[src/rtl/alu_exec_array_pkg.sv]
// rv32i_types: shared types for the execution back end.
// Station entry, result bus, ALU/compare encodings and lane state.
package rv32i_types;

  localparam int EX_UNITS = 4;
  localparam int ROB_W    = 4;

  typedef enum logic [3:0] {
    alu_add = 4'd0,
    alu_sll = 4'd1,
    alu_sra = 4'd2,
    alu_sub = 4'd3,
    alu_xor = 4'd4,
    alu_srl = 4'd5,
    alu_or  = 4'd6,
    alu_and = 4'd7
  } alu_ops;

  typedef enum logic [2:0] {
    beq  = 3'b000,
    bne  = 3'b001,
    blt  = 3'b100,
    bge  = 3'b101,
    bltu = 3'b110,
    bgeu = 3'b111
  } branch_funct3_t;

  typedef enum logic [1:0] {
    IDLE = 2'd0,
    EXEC = 2'd1,
    DONE = 2'd2
  } lane_state_t;

  typedef struct packed {
    logic             valid;
    logic             r1;
    logic             r2;
    logic [31:0]      rs1_v;
    logic [31:0]      rs2_v;
    alu_ops           aluop;
    branch_funct3_t   cmpop;
    logic             alu_cmp;
    logic [ROB_W-1:0] rob_id_dest;
  } rs_d;

  typedef struct packed {
    logic             ready;
    logic [ROB_W-1:0] rob_id;
    logic [31:0]      rd_data;
  } ex_data_bus_t;

  // Unknown aluop / cmpop encodings quietly produce zero.
  function automatic logic [31:0] exec_fn(
    input logic [31:0]    a,
    input logic [31:0]    b,
    input alu_ops         op,
    input branch_funct3_t f,
    input logic           is_cmp
  );
    logic [31:0] r;
    logic        c;
    r = '0;
    c = 1'b0;
    case (op)
      alu_add: r = a + b;
      alu_sll: r = a << b[4:0];
      alu_sra: r = $unsigned($signed(a) >>> b[4:0]);
      alu_sub: r = a - b;
      alu_xor: r = a ^ b;
      alu_srl: r = a >> b[4:0];
      alu_or:  r = a | b;
      alu_and: r = a & b;
      default: r = '0;
    endcase
    case (f)
      beq:     c = (a == b);
      bne:     c = (a != b);
      blt:     c = ($signed(a) < $signed(b));
      bge:     c = ($signed(a) >= $signed(b));
      bltu:    c = (a < b);
      bgeu:    c = (a >= b);
      default: c = 1'b0;
    endcase
    return is_cmp ? {31'b0, c} : r;
  endfunction

endpackage

[src/rtl/alu_exec_array_if.sv]
// alu_exec_array_if: station-to-execute bundle.
// master drives rs_data/branch_mispredict; slave returns ex_data_bus/lane_busy.
interface alu_exec_array_if
  import rv32i_types::*;
#(
  parameter int SIZE = EX_UNITS
);
  logic                          branch_mispredict;
  rs_d          [SIZE-1:0]       rs_data;
  ex_data_bus_t [SIZE-1:0]       ex_data_bus;
  logic         [SIZE-1:0]       lane_busy;

  modport master (
    output branch_mispredict,
    output rs_data,
    input  ex_data_bus,
    input  lane_busy
  );

  modport slave (
    input  branch_mispredict,
    input  rs_data,
    output ex_data_bus,
    output lane_busy
  );
endinterface

[src/rtl/alu_exec_array_lane.sv]
// alu_exec_lane: one execute lane, IDLE -> EXEC -> DONE -> IDLE.
// Ports: clk, rst, flush_i, ent_i (station entry), bus_o (result), busy_o.
// ALU_EXEC_FAST_EN: skip EXEC, compute in IDLE (2-cycle latency).
module alu_exec_lane
  import rv32i_types::*;
(
  input  logic         clk,
  input  logic         rst,
  input  logic         flush_i,
  input  rs_d          ent_i,
  output ex_data_bus_t bus_o,
  output logic         busy_o
);
  lane_state_t      state_q, state_d;
  logic [31:0]      res_q, res_d;
  logic [ROB_W-1:0] rob_q, rob_d;
  logic             go;

  assign go = ent_i.valid & ent_i.r1 & ent_i.r2;

`ifndef ALU_EXEC_FAST_EN
  logic [31:0]    a_q, a_d, b_q, b_d;
  alu_ops         op_q, op_d;
  branch_funct3_t f_q, f_d;
  logic           c_q, c_d;
`endif

  always_comb begin
    state_d = state_q;
    res_d   = res_q;
    rob_d   = rob_q;
`ifndef ALU_EXEC_FAST_EN
    a_d  = a_q;
    b_d  = b_q;
    op_d = op_q;
    f_d  = f_q;
    c_d  = c_q;
`endif
    if (flush_i) begin
      state_d = IDLE;
      res_d   = '0;
      rob_d   = '0;
    end else begin
      unique case (state_q)
        IDLE: begin
          if (go) begin
            rob_d = ent_i.rob_id_dest;
`ifdef ALU_EXEC_FAST_EN
            res_d = exec_fn(ent_i.rs1_v, ent_i.rs2_v,
                            ent_i.aluop, ent_i.cmpop,
                            ent_i.alu_cmp);
            state_d = DONE;
`else
            a_d     = ent_i.rs1_v;
            b_d     = ent_i.rs2_v;
            op_d    = ent_i.aluop;
            f_d     = ent_i.cmpop;
            c_d     = ent_i.alu_cmp;
            state_d = EXEC;
`endif
          end
        end
`ifndef ALU_EXEC_FAST_EN
        EXEC: begin
          res_d   = exec_fn(a_q, b_q, op_q, f_q, c_q);
          state_d = DONE;
        end
`endif
        DONE:    state_d = IDLE;
        default: state_d = IDLE;
      endcase
    end
  end

  always_ff @(posedge clk) begin
    if (rst) begin
      state_q <= IDLE;
      res_q   <= '0;
      rob_q   <= '0;
`ifndef ALU_EXEC_FAST_EN
      a_q  <= '0;
      b_q  <= '0;
      op_q <= alu_add;
      f_q  <= beq;
      c_q  <= 1'b0;
`endif
    end else begin
      state_q <= state_d;
      res_q   <= res_d;
      rob_q   <= rob_d;
`ifndef ALU_EXEC_FAST_EN
      a_q  <= a_d;
      b_q  <= b_d;
      op_q <= op_d;
      f_q  <= f_d;
      c_q  <= c_d;
`endif
    end
  end

  // Bus stays all-zero outside the one DONE cycle.
  always_comb begin
    bus_o.ready   = (state_q == DONE);
    bus_o.rob_id  = bus_o.ready ? rob_q : '0;
    bus_o.rd_data = bus_o.ready ? res_q : '0;
  end

  assign busy_o = (state_q != IDLE);
endmodule

[src/rtl/alu_exec_array.sv]
// alu_exec_array: SIZE independent execute lanes behind the stations.
// Ports: clk, rst (sync, active-high), bus (alu_exec_array_if.slave).
// ALU_EXEC_FAST_EN selects the 2-cycle lane variant.
module alu_exec_array
  import rv32i_types::*;
#(
  parameter int SIZE = EX_UNITS
)(
  input logic             clk,
  input logic             rst,
  alu_exec_array_if.slave bus
);
  for (genvar i = 0; i < SIZE; i++) begin : g_lane
    alu_exec_lane u_lane (
      .clk     (clk),
      .rst     (rst),
      .flush_i (bus.branch_mispredict),
      .ent_i   (bus.rs_data[i]),
      .bus_o   (bus.ex_data_bus[i]),
      .busy_o  (bus.lane_busy[i])
    );
  end
endmodule
[src/flat_wrapper.sv]
// flat-port wrapper written by rule: the top's interface ports become plain ports
module alu_exec_array_flat import rv32i_types::*;
#(
  parameter int SIZE = EX_UNITS
)
  (clk, rst, bus_branch_mispredict, bus_rs_data, bus_ex_data_bus, bus_lane_busy);
  alu_exec_array_if #(.SIZE(SIZE)) bus_i ();
  input logic clk;
  input logic rst;
  input wire logic [$bits(bus_i.branch_mispredict)-1:0] bus_branch_mispredict;
  input wire logic [$bits(bus_i.rs_data)-1:0] bus_rs_data;
  output wire logic [$bits(bus_i.ex_data_bus)-1:0] bus_ex_data_bus;
  output wire logic [$bits(bus_i.lane_busy)-1:0] bus_lane_busy;
  assign bus_i.branch_mispredict = bus_branch_mispredict;
  assign bus_i.rs_data = bus_rs_data;
  assign bus_ex_data_bus = bus_i.ex_data_bus;
  assign bus_lane_busy = bus_i.lane_busy;
  alu_exec_array #(.SIZE(SIZE)) u_core (.clk(clk), .rst(rst), .bus(bus_i));
endmodule
[config.mk]
export PLATFORM = sky130hd
export DESIGN_NAME = alu_exec_array_flat
export DESIGN_NICKNAME = d
export VERILOG_FILES = /design/src/rtl/alu_exec_array_pkg.sv /design/src/rtl/alu_exec_array_if.sv /design/src/rtl/alu_exec_array_lane.sv /design/src/rtl/alu_exec_array.sv /design/src/flat_wrapper.sv
export SDC_FILE = /design/constraint.sdc
export NUM_CORES = 2
export LEC_CHECK = 0
export BUFFER_PORTS_ARGS = -buffer_cell sky130_fd_sc_hd__buf_2
export CAP_MARGIN = 30
export CORE_ASPECT_RATIO = 0.75
export CORE_MARGIN = 3
export CORE_UTILIZATION = 30
export CTS_BUF_LIST = sky130_fd_sc_hd__clkbuf_2 sky130_fd_sc_hd__clkbuf_4 sky130_fd_sc_hd__clkbuf_8
export DETAILED_ROUTE_END_ITERATION = 12
export MAX_ROUTING_LAYER = met4
export PLACE_DENSITY = 0.56
export SLEW_MARGIN = 20
export SYNTH_ARGS = -nofsm -noshare
export SYNTH_HDL_FRONTEND = slang
export SYNTH_SLANG_ARGS = --single-unit
export TNS_END_PERCENT = 20
[constraint.sdc]
create_clock -name clk -period 8.6 [get_ports clk]
set_clock_uncertainty 0.1 [all_clocks]
set_input_delay 0.43 -clock clk [delete_from_list [all_inputs] [get_ports clk]]
set_output_delay 0.43 -clock clk [all_outputs]
set_load 0.03 [all_outputs]
Yosys cells after proc, flatten, opt, wreduce, memory -nomap -nowiden

Index checks and enable logic that the tools add are counted.

Register bits: 440
Input bits: 319
Output and inout port bits: 152
Logic and storage cells: 210

Add/subtract/negate cells: 8
$lt $le $gt $ge: 16
Eq/ne operators: 68
Shift-type cells: 12
Muxes and demuxes: 28
Bitwise gates (word level): 21
Reductions and logical operators: 25

Operators with widths:

| operator           | count |
|---|---|
| $pmux 32 s8        | 4 |
| $ge 32x32->1       | 8 |
| $lt 32x32->1       | 8 |
| $mux 32            | 8 |
| $add 32x32->32     | 4 |
| $and 32x32->32     | 4 |
| $eq 32x32->1       | 4 |
| $ne 32x32->1       | 4 |
| $or 32x32->32      | 4 |
| $shl 32x5->32      | 4 |
| $shr 32x5->32      | 4 |
| $sshr 32x5->32     | 4 |
| $sub 32x32->32     | 4 |
| $xor 32x32->32     | 4 |
| $eq 4x3->1 const B | 16 |
| $eq 3x3->1 const B | 16 |
| $eq 4x2->1 const B | 8 |
| $pmux 1 s6         | 4 |
| $eq 4x1->1 const B | 4 |
| $logic_not 4->1    | 4 |
| $mux 4             | 4 |
| $pmux 2 s2         | 4 |
| $eq 3x1->1 const B | 4 |
| $logic_not 3->1    | 4 |
| other kinds (11)   | 42 |

Longest topological paths before layout

Depth in word-level cells: 4
Gate-level depth with buffers: 16
Gate-level depth less buffers: 14

Modules after synthesis

Synthesis repeated with hierarchy kept, for this count alone.

Cell total of the unflattened synthesis: 7,427
Area total of the unflattened synthesis: 53,446.3 µm²

By module, submodules not included:

| module                                       | instances | cells each | area each (µm²) | seq. area each (µm²) |
|---|---|---|---|---|
| alu_exec_lane at u_core.g_lane[1].u_lane ... | 3         | 1,857      | 13,302.8        | 2,202.1 |
| alu_exec_lane at u_core.g_lane[0].u_lane     | 1         | 1,856      | 13,538.0        | 2,202.1 |

Worst setup path after synthesis

OpenSTA, ideal clock, no wires.

Path type: register to register
Start point: register u_core.g_lane[1].u_lane.b_q[2]
End point: register u_core.g_lane[1].u_lane.res_q[29]
Library setup time: 0.088 ns
Arrival: 3.821 ns
Required time: 8.412 ns
Path slack: 4.591 ns
Cell stages (with the launch flop): 16
Path buffers: 3
Period minus slack after synthesis: 4.009 ns
Path through: dfxtp_1 -> inv_1 -> clkbuf_1 -> buf_1 -> clkbuf_1 -> ha_1 -> inv_1 -> a21oi_1 -> o21ba_2 -> o211ai_2 -> a221oi_4 -> o41a_2 -> o311ai_4 -> a2111oi_0 -> a21o_1 -> o31ai_1

Longest elaborated chain between the ends: 3
Elaborated cells on any way between the ends: 7
Those cells by class: 2 x add/sub; 3 x shift; 2 x mux

Ends and longest elaborated chain:

| what                                   | RTL line                  | source |
|---|---|---|
| from (decl)                            | alu_exec_array_lane.sv:22 | `logic [31:0] a_q, a_d, b_q, b_d;` |
| from (signal assigned)                 | alu_exec_array_lane.sv:82 | `b_q <= '0;` |
| from (signal assigned)                 | alu_exec_array_lane.sv:93 | `b_q <= b_d;` |
| $sub 32x32->32 (tied with other cells) | alu_exec_array_pkg.sv:68  | `alu_sub: r = a - b;` |
| $pmux 32 s8 (*)                        | alu_exec_array_pkg.sv:64  | `case (op)` |
| $mux 32 (*)                            | alu_exec_array_pkg.sv:84  | `return is_cmp ? {31'b0, c} : r;` |
| to (signal assigned)                   | alu_exec_array_lane.sv:89 | `res_q <= res_d;` |
| to (decl)                              | alu_exec_array_lane.sv:15 | `logic [31:0] res_q, res_d;` |

Every way passes the cells marked *; elsewhere a longest branch is shown, timed or not.
A chain may end at the register's enable or synchronous reset.

Final worst setup path

Start point: register u_core.g_lane[1].u_lane.b_q[4]
End point: register u_core.g_lane[1].u_lane.res_q[29]

Same word-level chain as after synthesis.

==> flow_summary.yaml <==
run_status:
  status: "finished, final reports clean"
synth:
  synth_top_area_share_pct: 17.2
  synth.largest_area_cell: "dfxtp_1"
  avgSynthCellArea_um2: 7.19
  muxShareOfSynthArea_pct: 13.3
  syn-instance-count: 7125
  synthAdderAreaFrac_pct: 10.5
  yosysWarnings: 0
  synth_nets: 7868
  netlist_top_cells_count: "1,036 x nand2_1, 864 x a21oi_1, 722 x nor2_1"
  synth-xor-area-share_pct: 0.565
  synthTopCellsByArea: "dfxtp_1 17%, ha_1 10%, mux4_2 9.2%"
  synthFlopType: "dfxtp_1"
  synth-compound-area-share_pct: 29.4
  yosysMostFrequentCell: "nand2_1"
  synth_top_family_by_area: "compound AO/OA/AOI/OAI gates"
  syn-cell-area_um2: 51200
  synth-seq-cells: 440
  synth-seq-area-share_pct: 17.2
  synth_edf_count: 0
  synthArstFlopShare_pct: 0
  yosys.cell_types.count: 109
  yosys.area_share.simple_pct: 21.4
critical_path:
  cpMostUsedCell: "a31oi_1"
  required_ns: 9.18
  max_stage_delay_ns: 0.91
  cp_max_fo: 42
  r2r_end: "u_core.g_lane[1].u_lane.res_q[29]"
  regToRegSetupSlack_ns: 2.69
  end_kind: "flip-flop"
  critical_path_class: "flip-flop to flip-flop"
  ff2ff_path_depth: 13
  crit_arrival_ns: 6.49
  cpMaxStageDelayCell: "clkinv_1"
  cp-start-kind: "flip-flop"
  rr_startpoint: "u_core.g_lane[1].u_lane.b_q[4]"
  worstPathCellList: "buf_4 > clkinv_1 > ha_1 > a2111oi_0 > a21oi_1 > a31oi_1 > a211oi_1 > o2111ai_1 > a31oi_1 > a31oi_1 > a2111oi_0 > a21o_1 > o31ai_1"
die:
  initial_core_util_pct: 30.4
  dieHeight_um: 364
  rows: 130
  core-area_um2: 169000
  dieWidth_um: 483
  die_area_um2: 176000
  io_pins: 471
placement:
  place_ws_ns: 3.18
  hpwl_um: 222000
  dp.cells: 9449
  globalplace.congestion: 1.06
  io_buffers: 470
detailed_routing:
  drt-total-wl_um: 292000
  drc_errors: 0
  via_per_inst: 6.12
  firstDrtPassIters: 8
  ant_nets: 0
  dr_total_vias: 61000
  drt_iter0_drc: 8487
  post_drt_wl_per_cell_um: 29.3
cts:
  numCtsBuffers: 86
  cts.sinks: 440
  cts-resized-gates: 0
  post-cts-setup-buffers: 0
  htree_levels: 3
  cts_root_buf: "clkbuf_8"
  max-clock-path-buffers: 3
  clk_pin_slew_ns: 0.07
  ctsHoldBuffers: 352
  cts_tree: "built"
  clk-insertion-delay-late_ns: 0.87
power_and_ir_drop:
  total_power_mw: 6.33
  leakagePower_nw: 23.1
  ir_drop_uv: 105
  power_density_nw_per_um2: 104
global_route:
  grt_max_degree: 74
  use_met3_pct: 6.29
  overflow: 0
  use_met1_pct: 45.7
  grt_pass1_wl_um: 414000
  busiest_layer: "met1"
  antenna_found_initial: 17
  use_met2_pct: 45.2
  grt_usage_pct: 32.5
  grt_pass1_vias: 56400
cells_and_area:
  final_layout_size_suffix_gt1_share_pct: 14.7
  nets: 8390
  stdcell_count: 9967
  area_delta_synth_final_pct: 19.2
timing:
  fmax_mhz: 169
  rsz0062_at_grt: "false"
  drv_slew: 0
  setup_slack_ns: 2.69
  tightest_slew_ns: 1.12
  period_needed_ns: 5.91
  finalHoldViolCount: 0
  slew_headroom_pct: 24.4
  period_share_pct: 68.7
  finalSetupTns_ns: 0
  setup_viol: 0
min_path:
  min_path_type: "primary input to flip-flop"
  min_to: "u_core.g_lane[1].u_lane.rob_q[3]"
  min_from: "bus_rs_data[156]"
  hold_depth: 4
job:
  max-cap-violations: 0
-- cell usage in the layout (no fill, tap or decap), types with 30 or more instances in the layout --
master / synthesis / layout
a221oi_1: 97 / 97
o2111ai_1: 41 / 41
a211o_1: 38 / 38
o21bai_1: 69 / 69
o211ai_1: 71 / 71
buf_4: 12 / 155
nor2b_1: 34 / 30
o21ai_1: 40 / 40
nand2b_1: 66 / 66
o221ai_1: 42 / 42
a21o_1: 53 / 53
ha_1: 416 / 416
a21oi_1: 864 / 864
clkbuf_8: 0 / 98
a211oi_1: 106 / 106
o21ai_0: 433 / 433
a31oi_1: 59 / 59
nor4_1: 44 / 43
o22ai_1: 60 / 60
mux4_2: 209 / 209
nor2_1: 722 / 711
a221o_1: 42 / 42
or3_1: 55 / 55
nand4_1: 39 / 39
buf_2: 77 / 476
inv_1: 396 / 395
nor3_1: 132 / 125
nand3_1: 92 / 91
dlygate4sd3_1: 0 / 352
a22oi_1: 39 / 39
and2_1: 169 / 169
dfxtp_1: 440 / 423
nand2_1: 1036 / 1036
mux2i_1: 182 / 182
o31ai_1: 41 / 41
-- worst max-delay path: cells and delay by family (launching register included) --
family	cells	cell delay (ns)
fa+ha+maj	1	0.79
compound gates	10	3.14
buf+inv	2	1.37
flops	1	0.31
-- per-stage QoR --
step                hold slack (ns)  utilization, %  cell area, um^2
floorplan                     0.317               -            51200
global placement              0.337            32.9            55400
detailed placement            0.343            32.9            55500
CTS                          0.0171            36.2            60900
global route                 0.0693            36.2            61000
finish                        0.100            36.2            61000
-- where the power goes --
group	switching, mW	leakage, nW	internal, mW
sequential	0.0741	3.56	2.07
clock	1.17	1.01	1.44
combinational	1.01	18.5	0.568
-- cells by family after synthesis --
kind of cell	Yosys count
AND/OR/NAND/NOR	2484
XOR/XNOR	33
flip-flops	440
multiplexers	415
buffers and inverters	969
adder cells (fa/ha/maj)	424
AO/OA/AOI/OAI	2360
-- worst max-delay path by stage --
stage / startpoint / end / slack [ns] / cells past startpoint
final: u_core.g_lane[1].u_lane.b_q[4] / u_core.g_lane[1].u_lane.res_q[29] / 2.69 / 13
after floorplan: u_core.g_lane[1].u_lane.b_q[2] / u_core.g_lane[1].u_lane.res_q[29] / 4.59 / 15
after CTS: u_core.g_lane[1].u_lane.b_q[4] / u_core.g_lane[1].u_lane.res_q[29] / 3.14 / 13
after detailed placement: u_core.g_lane[1].u_lane.b_q[4] / u_core.g_lane[1].u_lane.res_q[29] / 3.18 / 13
after global placement: u_core.g_lane[1].u_lane.b_q[4] / u_core.g_lane[1].u_lane.res_q[29] / 3.09 / 13
after global routing: u_core.g_lane[1].u_lane.b_q[4] / u_core.g_lane[1].u_lane.res_q[29] / 2.62 / 13
-- area by class of cell --
| cell class | count | area [um^2] |
|---|---|---|
| Fill cell | 17900 | 108000 |
| Multi-Input combinational cell | 5716 | 38700 |
| Sequential cell | 440 | 8840 |
| Timing Repair Buffer | 987 | 7140 |
| Tap cell | 2244 | 2810 |
| Inverter | 416 | 1560 |
| Clock buffer | 114 | 1470 |
| Clock inverter | 35 | 483 |
| Antenna cell | 15 | 37.5 |
-- registers in the layout, summed over array words and instances (netlist names) --
| register | count |
|---|---|
| u_core.g_lane.u_lane.a_q | 128 |
| u_core.g_lane.u_lane.b_q | 128 |
| u_core.g_lane.u_lane.c_q | 4 |
| u_core.g_lane.u_lane.f_q | 12 |
| u_core.g_lane.u_lane.op_q | 16 |
| u_core.g_lane.u_lane.res_q | 128 |
| u_core.g_lane.u_lane.rob_q | 16 |
| u_core.g_lane.u_lane.state_q | 8 |
-- per-layer routing --
layer  vias up  routed length (um)
li1      26900                   -
met1     30000              131000
met2      3586              119000
met3       519               28100
met4         0               13600
met5         -                   0
No activity file was read; power rests on OpenSTA's default activity.
